===== config.mk =====
export PLATFORM = sky130hd
export DESIGN_NAME = edge_debouncer
export DESIGN_NICKNAME = d
export VERILOG_FILES = /design/src/rtl/edge_debouncer.sv
export SDC_FILE = /design/constraint.sdc
export NUM_CORES = 1
export LEC_CHECK = 0
export CAP_MARGIN = 10
export CORE_ASPECT_RATIO = 0.75
export CORE_MARGIN = 2
export CORE_UTILIZATION = 45
export CTS_CLUSTER_DIAMETER = 60
export DETAILED_ROUTE_END_ITERATION = 6
export HOLD_SLACK_MARGIN = 0.05
export PLACE_DENSITY = 0.65
export SYNTH_ARGS = -nofsm -noshare
export SYNTH_HDL_FRONTEND = slang
export SYNTH_SLANG_ARGS = --single-unit

===== constraint.sdc =====
create_clock -name clk -period 2.15 [get_ports clk]
set_clock_uncertainty 0.2 [all_clocks]
set_input_delay 0.3225 -clock clk [delete_from_list [all_inputs] [get_ports clk]]
set_output_delay 0.3225 -clock clk [all_outputs]
set_load 0.05 [all_outputs]

===== src/rtl/edge_debouncer.sv =====
// edge_debouncer
//   Qualifies level changes on D: a new level is accepted only after STABLE
//   consecutive samples at that level with en high. Accepted changes update
//   Q/QBar, emit a one-cycle rise or fall pulse and bump the edges counter.
//
// Ports
//   clk   : clock; all state updates on the rising edge
//   rst   : synchronous active-high reset
//   D     : raw level, synchronous to clk
//   en    : enable; low aborts any qualification in progress
//   Q     : debounced level (registered)
//   QBar  : complement of Q (registered)
//   rise  : one-cycle pulse after Q goes 0->1
//   fall  : one-cycle pulse after Q goes 1->0
//   busy  : high while a candidate change is being qualified
//   edges : count of accepted edges, wraps modulo 2^CW
module edge_debouncer #(
  parameter int STABLE = 4,
  parameter int CW     = 8
) (
  input  logic          clk,
  input  logic          rst,
  input  logic          D,
  input  logic          en,
  output logic          Q,
  output logic          QBar,
  output logic          rise,
  output logic          fall,
  output logic          busy,
  output logic [CW-1:0] edges
);

  typedef enum logic [1:0] {
    S_LOW       = 2'd0,
    S_WAIT_HIGH = 2'd1,
    S_HIGH      = 2'd2,
    S_WAIT_LOW  = 2'd3
  } state_t;

  // cnt holds the number of consecutive opposite-level samples seen so far;
  // the sample that would make it STABLE is the qualifying one.
  localparam logic [7:0] LAST = 8'(STABLE - 1);

  state_t          state, state_n;
  logic [7:0]      cnt, cnt_n;
  logic            q_n, rise_n, fall_n, busy_n;
  logic [CW-1:0]   edges_n;

  always_comb begin
    state_n = state;
    cnt_n   = cnt;
    q_n     = Q;
    rise_n  = 1'b0;
    fall_n  = 1'b0;
    edges_n = edges;
    case (state)
      S_LOW: begin
        if (en && D) begin
          state_n = S_WAIT_HIGH;
          cnt_n   = 8'd1;
        end
      end
      S_WAIT_HIGH: begin
        if (!en || !D) begin
          // glitch or disable: drop the candidate without a pulse
          state_n = S_LOW;
          cnt_n   = 8'd0;
        end else if (cnt == LAST) begin
          state_n = S_HIGH;
          cnt_n   = 8'd0;
          q_n     = 1'b1;
          rise_n  = 1'b1;
          edges_n = edges + CW'(1);
        end else begin
          cnt_n = cnt + 8'd1;
        end
      end
      S_HIGH: begin
        if (en && !D) begin
          state_n = S_WAIT_LOW;
          cnt_n   = 8'd1;
        end
      end
      S_WAIT_LOW: begin
        if (!en || D) begin
          state_n = S_HIGH;
          cnt_n   = 8'd0;
        end else if (cnt == LAST) begin
          state_n = S_LOW;
          cnt_n   = 8'd0;
          q_n     = 1'b0;
          fall_n  = 1'b1;
          edges_n = edges + CW'(1);
        end else begin
          cnt_n = cnt + 8'd1;
        end
      end
      default: begin
        state_n = S_LOW;
        cnt_n   = 8'd0;
        q_n     = 1'b0;
      end
    endcase
    // busy is registered from the next state so it tracks the state register
    busy_n = (state_n == S_WAIT_HIGH) || (state_n == S_WAIT_LOW);
  end

  always_ff @(posedge clk) begin
    if (rst) begin
      state <= S_LOW;
      cnt   <= 8'd0;
      Q     <= 1'b0;
      QBar  <= 1'b1;
      rise  <= 1'b0;
      fall  <= 1'b0;
      busy  <= 1'b0;
      edges <= '0;
    end else begin
      state <= state_n;
      cnt   <= cnt_n;
      Q     <= q_n;
      QBar  <= ~q_n;
      rise  <= rise_n;
      fall  <= fall_n;
      busy  <= busy_n;
      edges <= edges_n;
    end
  end

endmodule


# Word level (Yosys, flattened, before mapping)
# Index checks and enable logic that the tools add are counted.
# W data, S select, Z words.
[word_totals] word_cells=59 inputBits=4 out_inout_bits=13 register_bits=23
[op_classes] n_addsub=2 eq_ne=10 bitwise=3 reduce_logical=13 muxes=23
[op_table] op="$mux W8" n=8
[op_table] op="$pmux W8 S4" n=1
[op_table] op="$add A8 B1 Y8 const B" n=2
[op_table] op="$pmux W8 S2" n=1
[op_table] op="$mux W2" n=6
[op_table] op="$eq A8 B2 Y1 const B" n=1
[op_table] op="$ne A2 B2 Y1 const B" n=4
[op_table] op="$pmux W2 S4" n=1
[op_table] op="$eq A2 B2 Y1 const B" n=3
[op_table] op="$reduce_or A3 Y1" n=2
[op_table] op="$mux W1" n=5
[op_table] op="$eq A2 B1 Y1 const B" n=2
[op_table] op="$logic_or A1 B1 Y1" n=3
[op_table] op="$not A1 Y1" n=3
[op_table] op="$reduce_and A3 Y1" n=1
[op_table] op="$logic_and A1 B1 Y1" n=2
[op_table] op="$logic_not A1 Y1" n=2
[op_table] op="$logic_not A2 Y1" n=1
[op_table] op="$pmux W1 S2" n=1
[op_table] op="$reduce_and A2 Y1" n=1
[op_table] op="$reduce_bool A2 Y1" n=1

# Depth between registers and ports, before layout
# Gate-level depths: netlist of the first run.
[depth] word_depth=6 mapped_depth=6 ltp_nobuf=5

# Worst setup path before layout of the first run
# No wires, ideal clock.
[synth_path] kind="reg-to-reg" from="register busy (netlist name)" to="register edges[3]" synth_period_minus_slack_ns=2.120 t_required_ns=1.879 stages_incl_launch_ff=6 setup_time_ns=0.071 t_arrival_ns=1.849 path_buffers=1 setup_slack_ns=0.030 path_cell_list="dfxtp_1 > nor4b_2 > nand4_1 > buf_4 > or3_1 > a21oi_1"
[synth_rtl] element="to (signal assigned)" line_no="126" text="edges <= edges_n;"
[synth_rtl] element="to (decl)" line_no="30" text="output logic [CW-1:0] edges"

# Final worst setup path of the first run
[layout_path] from="register edges[5]" to="output port edges[5]"
# No word-level cell between the ends.

==> results.toml, run 1 <==
[status]
status = "complete, no violations"

[place]
place_inst = 159
io_buffers = 16
dpl.hpwl_um = 1700
gp_congestion = 0.908

[pwr]
switching_power_mw = 0.183
leakagePower_nw = 0.537
power_density_nw_per_um2 = 540
p_int_mw = 0.557
sw_frac_of_total = 0.248
p_comb_frac = 0.125
ir_worst_vdd_v = 0.000410
seq_power_share = 0.568
pwr-share-clk = 0.307
power_mw = 0.740

[global_route]
grt_pass1_wl_um = 4010
grt_start_max_net_pins = 23
grt_use_total = 0.201
grt_antenna_before_repair = 0
grt_pass1_vias = 914
grt-ovfl-total = 0

[setup_path]
crit_path_max_incr_delay_ns = 0.83
crit_type = "flop to primary output"
slowest_stage = "clkdlybuf4s50_1"
crit_path_start_kind = "flop"
path_cells = "clkdlybuf4s50_1"
critPathMaxFanout = 5
required_ns = 1.63
cp-end-kind = "primary output"
crit_family = "buffers and inverters"
arrival_ns = 1.54
cp.buffers_inverters = 1

[timing]
finalHoldViolCount = 0
maxSlewHeadroom = 0.649
tightest_slew_ns = 0.526
rsz0062_at_grt = "false"
finalSetupViolCount = 0
fin_crit_sh = 0.961
max_freq_ghz = 0.484
min_period_ns = 2.07
slew_viol_final = 0

[floorplanning]
start_util = 0.495
core_um2 = 2080
fp-row-count = 14
die_w_um = 59.3
chipHeight_um = 45.5
die_area_um2 = 2700
ios = 17

[cells_and_area]
drive_gt1_frac = 0.194
num-nets-final = 146
fin_util = 0.657
instances_no_fill = 163
syn_to_final_growth_pct = 32.7
antenna_cells = 0

[yosys]
synth-edff-count = 0
synth_area_um2 = 1030
ys.flop_type = "dfxtp_1"
yosysSeqAreaShare = 0.427
avgSynthCellArea_um2 = 9.47
ys_warn_count = 0
syn_nets = 115
yosys_register_bits = 22
synth_top_area_frac = 0.427
ys_top_cells_by_area = "dfxtp_1 43%, a211oi_1 5.1%, o31ai_1 5.1%"
async_flop_share = 0
synthCells = 109
yosys.area.top_type = "dfxtp_1"
synth_cell_types = 32

[clock_network]
cts_root_buffer = "clkbuf_4"
clock_sinks = 22
cts_tree = "done"
clkTransAtPathRegs_ns = 0.12
clk_latency_ns = 0.30
h-tree-depth = 1
clk_path_buf_depth = 2
cts_buffers = 3
cts_setup_buffers = 0

[drt]
wl_met1_um = 1170
firstDrtPassIters = 4
wl_met2_um = 1050
ant_nets = 0
avgRoutedWirePerCell_um = 14.6
drcViolationCount = 0
drtIter0Drc = 33
topRoutingLayerUsed = "met4"
dr_wl_met3_um = 141
viasPerCell = 5.99
drt_wl_total_um = 2380
via_count = 977

[flow_run]
drv_cap = 0

[min_path]
min_path_type = "input pin to flop"
registers in the layout, summed over array words and instances (netlist names), named ones only:
name	flops
cnt	8
fall	1
busy	1
state	1
rise	1
edges	8
QBar	1
synth_stat cells, types with 2 or more instances:
library cell and count:
a31oi_1 2, a211oi_1 7, nor3_1 2, nand2_1 7, nor2_1 3, dfxtp_1 22
nand3_1 5, o21ai_0 5, ha_1 2, o31ai_1 7, clkbuf_1 2, or3_1 5
a21oi_1 8, nand4_1 3, or4_1 7, mux2i_1 4, inv_1 2, buf_4 2
path summary, 6_finish.rpt:
| kind | from | to | slack (ns) | cells after the start |
|---|---|---|---|---|
| worst min register to register | edges[7] | edges[7] | 0.29 | 2 |
| worst min-delay path | D | fall | 0.14 | 2 |
| worst max-delay path | edges[5] | edges[5] | 0.08 | 1 |
| worst max register to register | cnt[3] | edges[6] | 0.20 | 5 |
power by group through the flow:
stage	registers, mW	clock network (mW)	logic (mW)
floorplan	0.450	0	0.0321
global placement	0.429	0	0.0895
detailed placement	0.429	0	0.0900
CTS	0.420	0.236	0.0906
global route	0.422	0.250	0.0991
finish	0.421	0.227	0.0924
metal layers:
metal,track usage,up-vias
met2,0.310,33
li1,-,479
met3,0.0682,4
met1,0.262,461
met5,0,-
met4,0.0727,0
placed cells by master (no fill, tap or decap), drive strengths merged, types with 4 or more instances in the layout:
master,n
a211oi,7
dlymetal6s2s,4
nand2,7
buf,14
o31ai,7
dfxtp,22
mux2i,4
clkdlybuf4s50,12
a21oi,9
o21ai,5
nand3,5
clkbuf,4
or3,5
or4,7
cell families (layout without fill, tap and decap cells):
group	Yosys count	after routing	share of synthesized area
AND/OR/NAND/NOR	40	40	0.248
buffers and inverters	6	36	0.0291
multiplexers	4	4	0.0388
AO/OA/AOI/OAI	33	33	0.208
adder cells (fa/ha/maj)	2	2	0.0242
XOR/XNOR	2	2	0.0242
flip-flops	22	22	0.427
per-stage QoR:
step	hold slack [ns]	instance area, µm²	TNS (ns)	setup slack (ns)
6_report	0.136	1370	0	0.0837
2_1_floorplan	0.199	1030	0	0.0301
3_5_place_dp	0.277	1310	-2.46	-0.279
4_1_cts	0.294	1340	0	0.00309
3_3_place_gp	0.262	1310	-1.87	-0.213
5_1_grt	0.143	1370	0	0.0186
repair_timing:
item,CTS,global route
setup endpoints to repair,0,13
resized for setup,0,9
hold buffers,0,0
final cells by class:
cell class	count	area (µm²)
Fill cell	175	714
Timing Repair Buffer	30	275
Multi-Input combinational cell	81	577
Clock buffer	4	36.3
Tap cell	24	30.0
Sequential cell	22	444
Inverter	2	7.51
(Power assumes the default switching activity.)
==> inputs of run 2 (changes only) <==
Settings changed: DONT_BUFFER_PORTS set to 1, PLACE_DENSITY 0.65 to not set, SKIP_CTS_REPAIR_TIMING set to 1.
==> run 2 against run 1 <==
Effect of this change:
- clock-buffer cell count decreased by 1
- worst setup slack improved by 0.047 ns
- final cell count decreased by 9.2%
- non-clock buffer count decreased by 15
- register-to-register slack got worse by 0.07 ns
- first-iteration DRC count increased by 21%
- largest power group unchanged
==> results.toml, run 2 (synthesized netlist as in run 1, its figures left out) <==
[drt]
viasPerCell = 6.18
drt_wl_total_um = 2180
avgRoutedWirePerCell_um = 14.7
ant_nets = 0
via_count = 915
firstDrtPassIters = 4
drtIter0Drc = 40
drcViolationCount = 0

[global_route]
grt_start_max_net_pins = 23
grt_antenna_before_repair = 0
grt-ovfl-total = 0
grt_use_total = 0.192
grt_pass1_vias = 868
grt_pass1_wl_um = 3850

[setup_path]
crit_type = "flop to flop"
cp-end-kind = "flop"
crit_path_start_kind = "flop"
arrival_ns = 2.06
required_ns = 2.19
critPathMaxFanout = 14

[cells_and_area]
drive_gt1_frac = 0.202
final_cell_mix = "20 x dfxtp_1, 12 x buf_4"
antenna_cells = 0
num-nets-final = 131
syn_to_final_growth_pct = 19.2
final_common_cell = "dfxtp_1"
fin_util = 0.590
reg_top3 = "cnt x8, edges x8"

[clock_network]
cts_tree = "done"
cts_buffers = 3
h-tree-depth = 1
clock_sinks = 22
clkTransAtPathRegs_ns = 0.13
cts_root_buffer = "clkbuf_4"
clk_latency_ns = 0.31
clk_path_buf_depth = 2

[pwr]
power_mw = 0.810
power_density_nw_per_um2 = 659
leakagePower_nw = 0.426
ir_worst_vdd_v = 0.000539

[place]
io_buffers = 0
dpl.hpwl_um = 1480
gp_congestion = 0.839

[floorplanning]
core_um2 = 2080
chipHeight_um = 45.5
start_util = 0.495
ios = 17
fp-row-count = 14
die_area_um2 = 2700
die_w_um = 59.3

[timing]
min_period_ns = 2.02
maxSlewHeadroom = 0.455
finalSetupViolCount = 0
max_freq_ghz = 0.495
finalHoldViolCount = 0
fin_tns_setup_ns = 0
slew_viol_final = 0
fin_crit_sh = 0.939
tightest_slew_ns = 0.815
rsz0062_at_grt = "false"

[status]
status = "complete, no violations"

[min_path]
min_path_type = "input pin to flop"

[flow_run]
drv_cap = 0
## run 2: cell count changes in the layout (fill, tap and decap cells not counted), moves of 2 or more
cell and delta:
clkdlybuf4s50_1 -12, dlymetal6s2s_1 -4, buf_4 -2, dlygate4sd3_1 +3
## run 2: layout make-up
type                            count  area, µm²
Timing Repair Buffer               15        120
Sequential cell                    22        443
Clock buffer                        3       22.5
Multi-Input combinational cell     81        577
Inverter                            2       7.51
Clock inverter                      1       30.0
Fill cell                         183        855
Tap cell                           24       30.0
## run 2: critical path, stage by stage (launching register included)
cell     delay, ns
dfxtp_2       0.37
ha_2          0.21
nor4b_4       0.22
nand4_1       0.11
buf_4         0.19
or4_1         0.48
a21oi_1       0.15
## run 2: worst paths after layout
check	startpoint	to	slack (ns)	cells past startpoint
max	cnt[0]	edges[6]	0.13	6
min	D	busy	0.06	3
max reg2reg	cnt[0]	edges[6]	0.13	6
min reg2reg	edges[4]	edges[4]	0.31	2
## run 2: through the flow
stage	instance area, µm²	cells	setup slack [ns]	hold slack (ns)
finish	1230	148	0.131	0.0628
global route	1230	148	0.00333	0.0632
CTS	1180	145	0.0474	-0.154
detailed placement	1130	141	0.0878	0.196
global placement	1130	141	0.183	0.194
floorplan	1030	109	0.0301	0.199
## run 2: power by group
group | leakage (nW) | internal, mW | switching, mW
clock | 0.0279 | 0.188 | 0.131
sequential | 0.179 | 0.416 | 0.0235
combinational | 0.219 | 0.0223 | 0.0296
total | 0.426 | 0.626 | 0.184
## run 2: per-layer routing
layer,vias up,track usage,wire (µm)
met5,-,0,0
li1,460,-,-
met3,2,0.0739,156
met4,0,0.0636,20
met1,428,0.236,1030
met2,25,0.310,975
==> inputs of run 3 (changes only) <==
Settings changed: SLEW_MARGIN set to 30.
Clock period 2.15 ns to 2 ns, I/O delays scaled along.
==> run 3 against run 2 <==
Effect of this change:
- the flow now finishes with violations (negative hold slack)
- critical path depth unchanged
- sequential share of layout area decreased by 1.8 points
- global-route usage decreased by 1.3 points
- utilization increased by 3.6 points
- critical path type unchanged
- critical endpoint unchanged
- highest routed layer unchanged
==> results.toml, run 3 (synthesized netlist as in run 1, its figures left out) <==
[status]
status = "finished, violations left"
violations = "negative hold slack"

[setup_path]
slowest_stage = "or4_1"
crit_path_start_kind = "flop"
reg2regPathDepth = 6
r2r_end = "edges[6]"
rrSetupSlack_ns = 0.06
critPathMaxFanout = 7
r2r_start = "cnt[1]"
arrival_ns = 2.00
required_ns = 2.05
crit_path_max_incr_delay_ns = 0.46
path_cells = "ha_4, nor4b_4, nand4_1, buf_6, or4_1, a21oi_1"
cp-end-kind = "flop"
crit_type = "flop to flop"

[clock_network]
clkTransAtPathRegs_ns = 0.12
clock_sinks = 22
clk_path_buf_depth = 2
cts_root_buffer = "clkbuf_4"
h-tree-depth = 1
clk_latency_ns = 0.31
cts_tree = "done"
cts_buffers = 3

[pwr]
leakagePower_nw = 0.468
power_mw = 0.776
ir_worst_vdd_v = 0.000285
power_density_nw_per_um2 = 595

[floorplanning]
chipHeight_um = 45.5
start_util = 0.495
die_w_um = 59.3
fp-row-count = 14
core_um2 = 2080
ios = 17
die_area_um2 = 2700

[global_route]
grt_pass1_vias = 807
grt_antenna_before_repair = 0
grt_start_max_net_pins = 23
grt-ovfl-total = 0
grt_use_total = 0.179
grt_pass1_wl_um = 3590

[place]
place_worst_setup_slack_ns = 0.0120
io_buffers = 0
gp_congestion = 0.810
place_area_um2 = 1180
dpl.hpwl_um = 1570

[timing]
whs_ns = -0.166
max_freq_ghz = 0.514
fin_crit_sh = 0.972
finalSetupViolCount = 0
tightest_slew_ns = 0.486
maxSlewHeadroom = 0.676
slew_viol_final = 0
finalHoldViolCount = 21
setup_ws_ns = 0.0559
min_period_ns = 1.94

[drt]
avgRoutedWirePerCell_um = 14.9
wl_met2_um = 1020
via_count = 961
ant_nets = 0
dr_wl_met3_um = 127
drtIter0Drc = 36
topRoutingLayerUsed = "met4"
viasPerCell = 6.08
drt_wl_total_um = 2350
firstDrtPassIters = 5
wl_met1_um = 1170
drcViolationCount = 0

[cells_and_area]
reg_top3 = "cnt x8, edges x8"
antenna_cells = 0
drive_gt1_frac = 0.284
syn_to_final_growth_pct = 26.4
num-nets-final = 141
final_cell_mix = "20 x buf_4, 19 x dfxtp_1"
final_cell_area_um2 = 1310
fin_util = 0.626
seq_area_um2 = 447
fillers = 181
multi_input_area_um2 = 588
final_common_cell = "buf_4"

[min_path]
min_path_type = "input pin to flop"
worstHoldStart = "rst"
hold_depth = 1

[flow_run]
drv_cap = 0
-- run 3: metrics by stage --
stage | setup TNS (ns) | cells
3_5_place_dp | 0 | 148
3_3_place_gp | 0 | 148
6_report | 0 | 158
4_1_cts | -0.0544 | 152
5_1_grt | -0.00419 | 158
2_1_floorplan | 0 | 109
-- run 3: worst max-delay path by stage --
stage | start | to | slack (ns) | cells after the start
2_1_floorplan | busy | edges[3] | 0.08 | 5
4_1_cts | cnt[0] | edges[6] | -0.02 | 6
3_5_place_dp | cnt[0] | edges[6] | 0.01 | 6
6_report | cnt[1] | edges[6] | 0.06 | 6
5_1_grt | cnt[1] | edges[6] | -0.004 | 6
3_3_place_gp | cnt[0] | cnt[5] | 0.07 | 6
-- run 3: power by group --
group / internal [mW] / leakage, nW / total [mW] / switching (mW)
Sequential: 0.446 / 0.180 / 0.463 / 0.0165
Clock: 0.111 / 0.0210 / 0.248 / 0.137
Combinational: 0.0280 / 0.267 / 0.0646 / 0.0366
-- run 3: layout make-up --
| class | instances | share of cell area |
|---|---|---|
| timing repair buffer | 25 | 0.151 |
| sequential | 22 | 0.342 |
| inverter | 2 | 0.00575 |
| multi-input combinational | 81 | 0.451 |
| tap | 24 | 0.0230 |
| clock buffer | 4 | 0.0278 |
-- run 3: per-layer routing --
layer / global-route usage / vias up
met5: 0 / -
met4: 0.0500 / 0
met3: 0.0653 / 5
met2: 0.259 / 27
met1: 0.249 / 455
li1: - / 474
-- run 3: worst max-delay path, delay by kind of cell, from the launching register on --
family / cells / cell delay (ns)
AO/OA/AOI/OAI: 1 / 0.13
adder cells (fa/ha/maj): 1 / 0.14
flip-flops: 1 / 0.39
AND/OR/NAND/NOR: 3 / 0.85
buffers and inverters: 1 / 0.18
